## src/rtl/div_pkg.sv

```systemverilog
// Shared defaults, FSM state encoding and a range helper for the tap clock selector.
package div_pkg;

  localparam int NTAPS_DEF = 11;
  localparam int SEL_W_DEF = 4;
  localparam int CNT_W_DEF = 16;

  // RUN: steady on active tap; DRAIN: let old tap fall; GATE: hold low until new tap is low.
  typedef enum logic [1:0] {
    RUN   = 2'd0,
    DRAIN = 2'd1,
    GATE  = 2'd2
  } state_e;

  // A request index is usable only if it names an existing tap.
  function automatic logic sel_in_range(input logic [31:0] idx, input int unsigned ntaps);
    return idx < ntaps;
  endfunction

endpackage

```

## src/rtl/tap_clk_select_if.sv

```systemverilog
// Tap-select request channel: valid/ready handshake plus a one-cycle reject pulse.
interface tap_clk_select_if #(
  parameter int SEL_W = 4
);
  logic [SEL_W-1:0] sel;
  logic             sel_valid;
  logic             sel_ready;
  logic             sel_err;

  modport master (output sel, output sel_valid, input sel_ready, input sel_err);
  modport slave  (input sel, input sel_valid, output sel_ready, output sel_err);
endinterface

```

## src/rtl/tap_edge_det.sv

```systemverilog
// Registered tap sample with a rising-edge strobe.
// 'armed' keeps the first sample after reset from counting as an edge, since
// the history register is zeroed there regardless of the tap's real level.
module tap_edge_det (
  input  logic clk,
  input  logic reset,
  input  logic d,
  input  logic en,
  input  logic clr,
  output logic q,
  output logic rise,
  output logic rise_nxt
);
  logic armed;

  assign rise_nxt = en & armed & d & ~q & ~clr;

  // Sample history and strobe; clr restarts history from a known-low tap.
  always_ff @(posedge clk) begin
    if (reset) begin
      q     <= 1'b0;
      rise  <= 1'b0;
      armed <= 1'b0;
    end else begin
      q     <= clr ? 1'b0 : d;
      rise  <= rise_nxt;
      armed <= 1'b1;
    end
  end
endmodule

```

## src/rtl/tap_clk_select.sv

```systemverilog
// Glitch-free power-of-two tap selector with tick strobe and tick counter.
// A switch drains the old tap to low, holds the output low, and only commits
// once the new tap is also low, so div_clk never shows a runt high pulse.
// SEL_W must satisfy 2**SEL_W >= NTAPS.
module tap_clk_select
  import div_pkg::*;
#(
  parameter int NTAPS = NTAPS_DEF,
  parameter int CNT_W = CNT_W_DEF,
  parameter int SEL_W = SEL_W_DEF
) (
  input  logic                 clk,
  input  logic                 reset,
  input  logic [NTAPS-1:0]     taps,
  tap_clk_select_if.slave      req,
  output logic                 div_clk,
  output logic                 tick,
  output logic [CNT_W-1:0]     tick_cnt,
  output logic [SEL_W-1:0]     active_sel
);
  state_e           state, nxt;
  logic [SEL_W-1:0] pending;
  logic             sel_err_q;
  logic             accept, in_range, commit;
  logic             tap_old, tap_new;
  logic             edge_d, edge_en, rise_nxt;

  assign req.sel_ready = (state == RUN) && !reset;
  assign req.sel_err   = sel_err_q;
  assign accept        = req.sel_valid && req.sel_ready;
  assign in_range      = sel_in_range(32'(req.sel), NTAPS);

  // Only registered indices steer the mux; sel never reaches div_clk directly.
  assign tap_old = taps[active_sel];
  assign tap_new = taps[pending];

  // Next state: start a switch, wait for old tap low, wait for new tap low.
  always_comb begin
    nxt    = state;
    commit = 1'b0;
    case (state)
      RUN:     if (accept && in_range && (req.sel != active_sel)) nxt = DRAIN;
      DRAIN:   if (!tap_old) nxt = GATE;
      GATE:    if (!tap_new) begin
                 nxt    = RUN;
                 commit = 1'b1;
               end
      default: nxt = RUN;
    endcase
  end

  // State, selection registers and reject pulse.
  always_ff @(posedge clk) begin
    if (reset) begin
      state      <= RUN;
      active_sel <= '0;
      pending    <= '0;
      sel_err_q  <= 1'b0;
    end else begin
      state     <= nxt;
      sel_err_q <= accept && !in_range;
      if (accept) pending <= req.sel;
      if (commit) active_sel <= pending;
    end
  end

  // Output is forced low while gated; ticks only in cycles that will be RUN.
  assign edge_d  = tap_old & (state != GATE);
  assign edge_en = (nxt == RUN);

  tap_edge_det u_edge (
    .clk      (clk),
    .reset    (reset),
    .d        (edge_d),
    .en       (edge_en),
    .clr      (commit),
    .q        (div_clk),
    .rise     (tick),
    .rise_nxt (rise_nxt)
  );

  // Tick counter; a commit clear beats a coincident tick, wraps silently.
  always_ff @(posedge clk) begin
    if (reset || commit) tick_cnt <= '0;
    else if (rise_nxt)   tick_cnt <= tick_cnt + CNT_W'(1);
  end
endmodule

```

## src/flat_wrapper.sv

```systemverilog
// flat-port wrapper written by rule: the top's interface ports become plain ports
module tap_clk_select_flat import div_pkg::*;
#(
  parameter int NTAPS = NTAPS_DEF,
  parameter int CNT_W = CNT_W_DEF,
  parameter int SEL_W = SEL_W_DEF
)
  (clk, reset, taps, div_clk, tick, tick_cnt, active_sel, req_sel, req_sel_valid, req_sel_ready, req_sel_err);
  tap_clk_select_if #(.SEL_W(SEL_W)) req_i ();
  input  logic clk;
  input  logic reset;
  input  logic [NTAPS-1:0] taps;
  output logic div_clk;
  output logic tick;
  output logic [CNT_W-1:0] tick_cnt;
  output logic [SEL_W-1:0] active_sel;
  input wire logic [$bits(req_i.sel)-1:0] req_sel;
  input wire logic [$bits(req_i.sel_valid)-1:0] req_sel_valid;
  output wire logic [$bits(req_i.sel_ready)-1:0] req_sel_ready;
  output wire logic [$bits(req_i.sel_err)-1:0] req_sel_err;
  assign req_i.sel = req_sel;
  assign req_i.sel_valid = req_sel_valid;
  assign req_sel_ready = req_i.sel_ready;
  assign req_sel_err = req_i.sel_err;
  tap_clk_select #(.NTAPS(NTAPS), .CNT_W(CNT_W), .SEL_W(SEL_W)) u_core (.clk(clk), .reset(reset), .taps(taps), .req(req_i), .div_clk(div_clk), .tick(tick), .tick_cnt(tick_cnt), .active_sel(active_sel));
endmodule
```

## config.mk

```make
export PLATFORM = sky130hd
export DESIGN_NAME = tap_clk_select_flat
export DESIGN_NICKNAME = d
export VERILOG_FILES = /design/src/rtl/div_pkg.sv /design/src/rtl/tap_clk_select_if.sv /design/src/rtl/tap_edge_det.sv /design/src/rtl/tap_clk_select.sv /design/src/flat_wrapper.sv
export SDC_FILE = /design/constraint.sdc
export NUM_CORES = 1
export LEC_CHECK = 0
export BUFFER_PORTS_ARGS = -buffer_cell sky130_fd_sc_hd__buf_2
export CORE_MARGIN = 8
export CORE_UTILIZATION = 50
export CTS_BUF_LIST = sky130_fd_sc_hd__clkbuf_2 sky130_fd_sc_hd__clkbuf_4 sky130_fd_sc_hd__clkbuf_8
export DETAILED_ROUTE_END_ITERATION = 8
export GPL_ROUTABILITY_DRIVEN = 0
export PLACE_DENSITY = 0.74
export SYNTH_ARGS = -nofsm -noshare
export SYNTH_HDL_FRONTEND = slang
export SYNTH_SLANG_ARGS = --single-unit
export TNS_END_PERCENT = 30
```

## constraint.sdc

```tcl
create_clock -name clk -period 3.7 [get_ports clk]
set_clock_uncertainty 0.05 [all_clocks]
set_input_delay 0 -clock clk [delete_from_list [all_inputs] [get_ports clk]]
set_output_delay 0 -clock clk [all_outputs]
set_load 0.005 [all_outputs]
```

Word level (Yosys, flattened, before mapping)
Cells that the tools add are included.
{ "op_classes": {"add_sub_neg": 1, "mul": 0, "n_div": 0, "n_lt_le_gt_ge": 3, "n_eq_ne": 4, "shift": 0, "muxes": 11, "bitwise_logic": 7, "reduce_logical": 11} }
{ "op_table": {"columns": ["cell", "n"], "rows": [
  ["$add A16 B1 Y16 const B", 1],
  ["$lt A4 B5 Y1 const B", 2],
  ["$bmux W1 S4", 2],
  ["$mux W2", 3],
  ["$pmux W2 S3", 1],
  ["$and A1 B1 Y1", 5],
  ["$logic_and A1 B1 Y1", 5],
  ["$mux W1", 5],
  ["$logic_not A2 Y1", 2],
  ["$lt A4 B4 Y1 const B", 1],
  ["$ne A4 B4 Y1", 1],
  ["$eq A2 B1 Y1 const B", 1],
  ["$eq A2 B2 Y1 const B", 1],
  ["$logic_not A1 Y1", 2],
  ["$ne A2 B2 Y1 const B", 1],
  ["$not A1 Y1", 2],
  ["$reduce_or A2 Y1", 1],
  ["$logic_or A1 B1 Y1", 1]
]} }
{ "word_totals": {"reg_bits": 30, "latch_bits": 0, "ram_bits": 0, "mem_bits_ro": 0, "inputBits": 18, "output_inout_bits": 24, "word_cells": 45, "n_memories": 0} }

Longest topological paths before layout
{ "logic_depth": {"depth_word": 12, "depth_mapped": 8, "mapped_depth_nobuf": 5} }

Hierarchy
A second synthesis with hierarchy kept.
{ "unflattened": {"hier_cells": 168, "area_unflattened_um2": 1535.2} }
{ "modules_own_cells": {"columns": ["module", "instances", "cells_per_inst", "area_each_um2", "seq_area_each_um2"], "rows": [
  ["tap_clk_select", 1, 159, 1418.9, 540.5],
  ["tap_edge_det", 1, 9, 116.4, 60.1]
]} }

Least setup slack after synthesis
OpenSTA, ideal clock, no wires.
{ "synth_timing": {"kind": "flip-flop to flip-flop", "start": "register u_core.pending[0]", "end": "register u_core.tick_cnt[6]", "setup_time_ps": 125, "arrival_time_ps": 1856, "required_time_ps": 3525, "path_slack_ps": 1669, "stages_incl_launch_ff": 7, "path_buffers": 1, "period_less_slack_ps": 2031, "path_cell_list": "dfxtp_1 mux4_2 nor3b_1 a311o_2 nand2_1 buf_2 a21oi_1"} }
{ "synth_via": {"elab_chain_len": 9, "word_cells_on_any_way": 13, "cone_classes": "mux: 6; bitwise: 5; reduce/logical: 2"} }
{ "synth_rtl": {"columns": ["element", "line_no", "text"], "rows": [
  ["start: declaration", "tap_clk_select.sv:22", "logic [SEL_W-1:0] pending;"],
  ["start signal: assignment", "tap_clk_select.sv:62", "if (accept) pending <= req.sel;"],
  ["$bmux W1 S4 *", "tap_clk_select.sv:35", "assign tap_new = taps[pending];"],
  ["$mux W1 (not written as such) *", "tap_clk_select.sv:35", null],
  ["$mux W2", "tap_clk_select.sv:44", "GATE: if (!tap_new) begin"],
  ["$pmux W2 S3", "tap_clk_select.sv:41", "case (state)"],
  ["$logic_not A2 Y1", "tap_clk_select.sv:69", "assign edge_en = (nxt == RUN);"],
  ["$and A1 B1 Y1 (4 in a row)", "tap_edge_det.sv:16", "assign rise_nxt = en & armed & d & ~q & ~clr;"],
  ["end signal: assignment", "tap_clk_select.sv:85", "else if (rise_nxt) tick_cnt <= tick_cnt + CNT_W'(1);"],
  ["end: declaration", "tap_clk_select.sv:18", "output logic [CNT_W-1:0] tick_cnt,"]
]} }
Mark *: on every way between the ends. The rest lies on a longest branch, timed or not. The select of a mux whose other input is x is not followed.
A chain may end at the register's enable or synchronous reset.

Final worst setup path
{ "layout_timing": {"start": "register u_core.pending[0]", "end": "register u_core.tick_cnt[15]"} }
Same word-level chain as after synthesis.

==> flow_summary.yaml <==
sta:
  rsz0062_at_grt: "false"
  tightest_slew_ns: 0.742
  setup_tns_ns: 0
  slew_headroom: 0.505
  period_needed_ns: 2.38
  period_share: 0.644
  hold_viol_final: 0
  slew_violations: 0
  setup_violations: 0
  fmax_mhz: 420
clock_network:
  htree_levels: 2
  clock_latency_ns: 0.33
  clock_path_buffers: 2
  post_cts_buffers: 0
  cts_sinks: 30
  cts-root-buf: "clkbuf_4"
  clk_pin_slew_ns: 0.10
  cts_resized: 0
  cts_tree: "built"
  cts_buffers: 5
  hold_buffers: 9
pwr:
  pwr-share-comb: 0.127
  fin_total_pwr_w: 0.000633
  power_frac_seq: 0.531
  p_leak_nw: 0.821
  switchingPower_w: 0.000169
  irDropWorstVdd_mv: 0.210
  pwr-share-clk: 0.342
  intPower_w: 0.000464
  p_sw_frac: 0.266
  power_density_mw_per_mm2: 309
cells_and_area:
  drive_gt1_frac: 0.291
  instances_no_fill: 280
  utilization: 0.619
  final_net_count: 252
  num_antenna_cells: 0
  areaGrowthSynthToFinish_pct: 20.1
drt:
  dr.pass1.iters: 4
  wirelength_mm: 4.19
  drt_iter0_drc: 119
  ant_nets: 0
  via_count: 1570
  route.detailed.vias_per_inst: 5.61
  routedWlPerCell_um: 14.9
  drc: 0
die:
  die_h_um: 74.4
  core_area_mm2: 0.00331
  start_util: 0.515
  num_rows: 21
  die_x_um: 74.4
  dieArea_mm2: 0.00554
  io_pins: 42
worst_setup_path:
  cp_slowest_cell: "mux4_2"
  endpoint_kind: "flop"
  crit_fanout: 15
  path_cells: "mux4_2 -> nor3b_1 -> a311o_2 -> nand2_1 -> o21ba_1"
  cp.required_ns: 3.89
  critPathKind: "flop to flop"
  slowest_delay_ns: 0.52
  cp-start-kind: "flop"
  worstPathArrival_ns: 2.57
synthesis:
  synth_top_area_share: 0.352
  synth.distinct_cells: 48
  synth_flop_cell: "dfxtp_1"
  synth_edf_count: 0
  yosysWarnings: 0
  seq_area_frac_synth: 0.352
  syn-cell-area_mm2: 0.00171
  synthCells: 187
  synth-seq-cells: 30
  syn_nets: 206
  synthArstFlopShare: 0
  yosys-top-cells-area: "dfxtp_1, o31ai_1, a21oi_1, mux2i_1, nand2_1"
  synth_top_cell_by_area: "dfxtp_1"
  syn_avg_cell_area_um2: 9.12
global_route:
  grt_max_degree: 36
  grt_pass1_vias: 1547
  antenna_found_initial: 0
  grt_pass1_wl_mm: 7.23
  overflow: 0
  grtUsageTotal: 0.167
run:
  cap_violations: 0
placement:
  post-dp-hpwl_mm: 2.90
  port_buffers: 41
  dp_cells: 263
worst_hold_path:
  hold_path.class: "input pin to flop"
outcome:
  status: "finished clean"
## sequential cells by signal, summed over array words and instances, names as in the netlist
name	flops
u_core.active_sel	4
u_core.pending	4
u_core.req.sel_err	1
u_core.state	2
u_core.tick_cnt	16
u_core.u_edge.armed	1
u_core.u_edge.q	1
u_core.u_edge.rise	1
## per-stage QoR
step | setup WS (ns) | cell area [µm²] | hold WS (ns)
3_3_place_gp | 1.35 | 1890 | 0.226
2_1_floorplan | 1.67 | 1710 | -0.0200
4_1_cts | 1.31 | 2050 | 0.224
5_1_grt | 1.16 | 2050 | 0.289
6_report | 1.32 | 2050 | 0.242
3_5_place_dp | 1.32 | 1890 | 0.233
## logic make-up (layout without fill, tap and decap cells)
kind of cell | Yosys count | in the layout | synth area share
compound gates | 51 | 51 | 0.221
fa+ha+maj | 1 | 1 | 0.00734
simple gates | 75 | 75 | 0.262
buf+inv | 16 | 63 | 0.0565
mux | 10 | 10 | 0.0807
flops | 30 | 30 | 0.352
xor+xnor | 4 | 4 | 0.0205
## cell usage in the layout, fill, tap and decap left out, drive strengths merged, types with 7 or more instances in the layout
cell type     n
a21oi        22
buf          42
clkbuf        7
dfxtp        30
dlygate4sd3   9
mux2i         7
nand2        18
nand3        10
o31ai        12
or4          12
## synthesized netlist by cell type (4+ instances only)
| cell | count |
|---|---|
| and3_1 | 6 |
| nor2b_1 | 4 |
| or4_4 | 5 |
| mux2i_1 | 7 |
| a21oi_1 | 17 |
| nand3_1 | 10 |
| nor2_1 | 4 |
| a21oi_2 | 5 |
| inv_1 | 4 |
| nand2_1 | 18 |
| or4_1 | 7 |
| o31ai_1 | 12 |
| dfxtp_1 | 30 |
## power by group through the flow
| stage | logic [W] | clock network (W) | registers [W] |
|---|---|---|---|
| after floorplan | 0.0000528 | 0 | 0.000341 |
| after global placement | 0.0000712 | 0 | 0.000343 |
| after detailed placement | 0.0000722 | 0 | 0.000344 |
| after CTS | 0.0000794 | 0.000221 | 0.000336 |
| after global routing | 0.0000888 | 0.000234 | 0.000337 |
| final | 0.0000804 | 0.000216 | 0.000336 |
## cell type report
| class | instances | area (µm²) |
|---|---|---|
| fill | 321 | 1260 |
| multi-input combinational | 141 | 1010 |
| sequential | 30 | 601 |
| timing repair buffer | 51 | 303 |
| clock buffer | 7 | 58.8 |
| tap | 46 | 57.6 |
| inverter | 4 | 15.0 |
| clock inverter | 1 | 5.00 |
## per-layer routing
layer / global-route usage / up-vias / part of all wire / wire, µm
li1: - / 798 / - / -
met1: 0.195 / 728 / 0.44 / 1820
met2: 0.281 / 38 / 0.50 / 2090
met3: 0.0458 / 6 / 0.051 / 213
met4: 0.0652 / 0 / 0.013 / 56
met5: 0 / - / 0 / 0
## path summary, 6_finish.rpt
check | from | end | slack, ns | depth (start not counted)
setup / recovery | u_core.pending[0]$_SDFFE_PP0P_ | u_core.tick_cnt[15]$_SDFFE_PP0P_ | 1.32 | 5
hold / removal | taps[9] | u_core.active_sel[3]$_SDFFE_PP0P_ | 0.24 | 6
setup reg to reg | u_core.pending[0]$_SDFFE_PP0P_ | u_core.tick_cnt[15]$_SDFFE_PP0P_ | 1.32 | 5
hold reg to reg | u_core.tick_cnt[12]$_SDFFE_PP0P_ | u_core.tick_cnt[12]$_SDFFE_PP0P_ | 0.45 | 2
## worst max-delay path: cells and delay by family, from the launching register on
family	cells	cell delay (ns)
AOI/OAI and AO/OA	2	0.62
DFF	1	0.45
muxes	1	0.52
and+or+nand+nor	2	0.66
No activity file was read; power rests on OpenSTA's default activity.
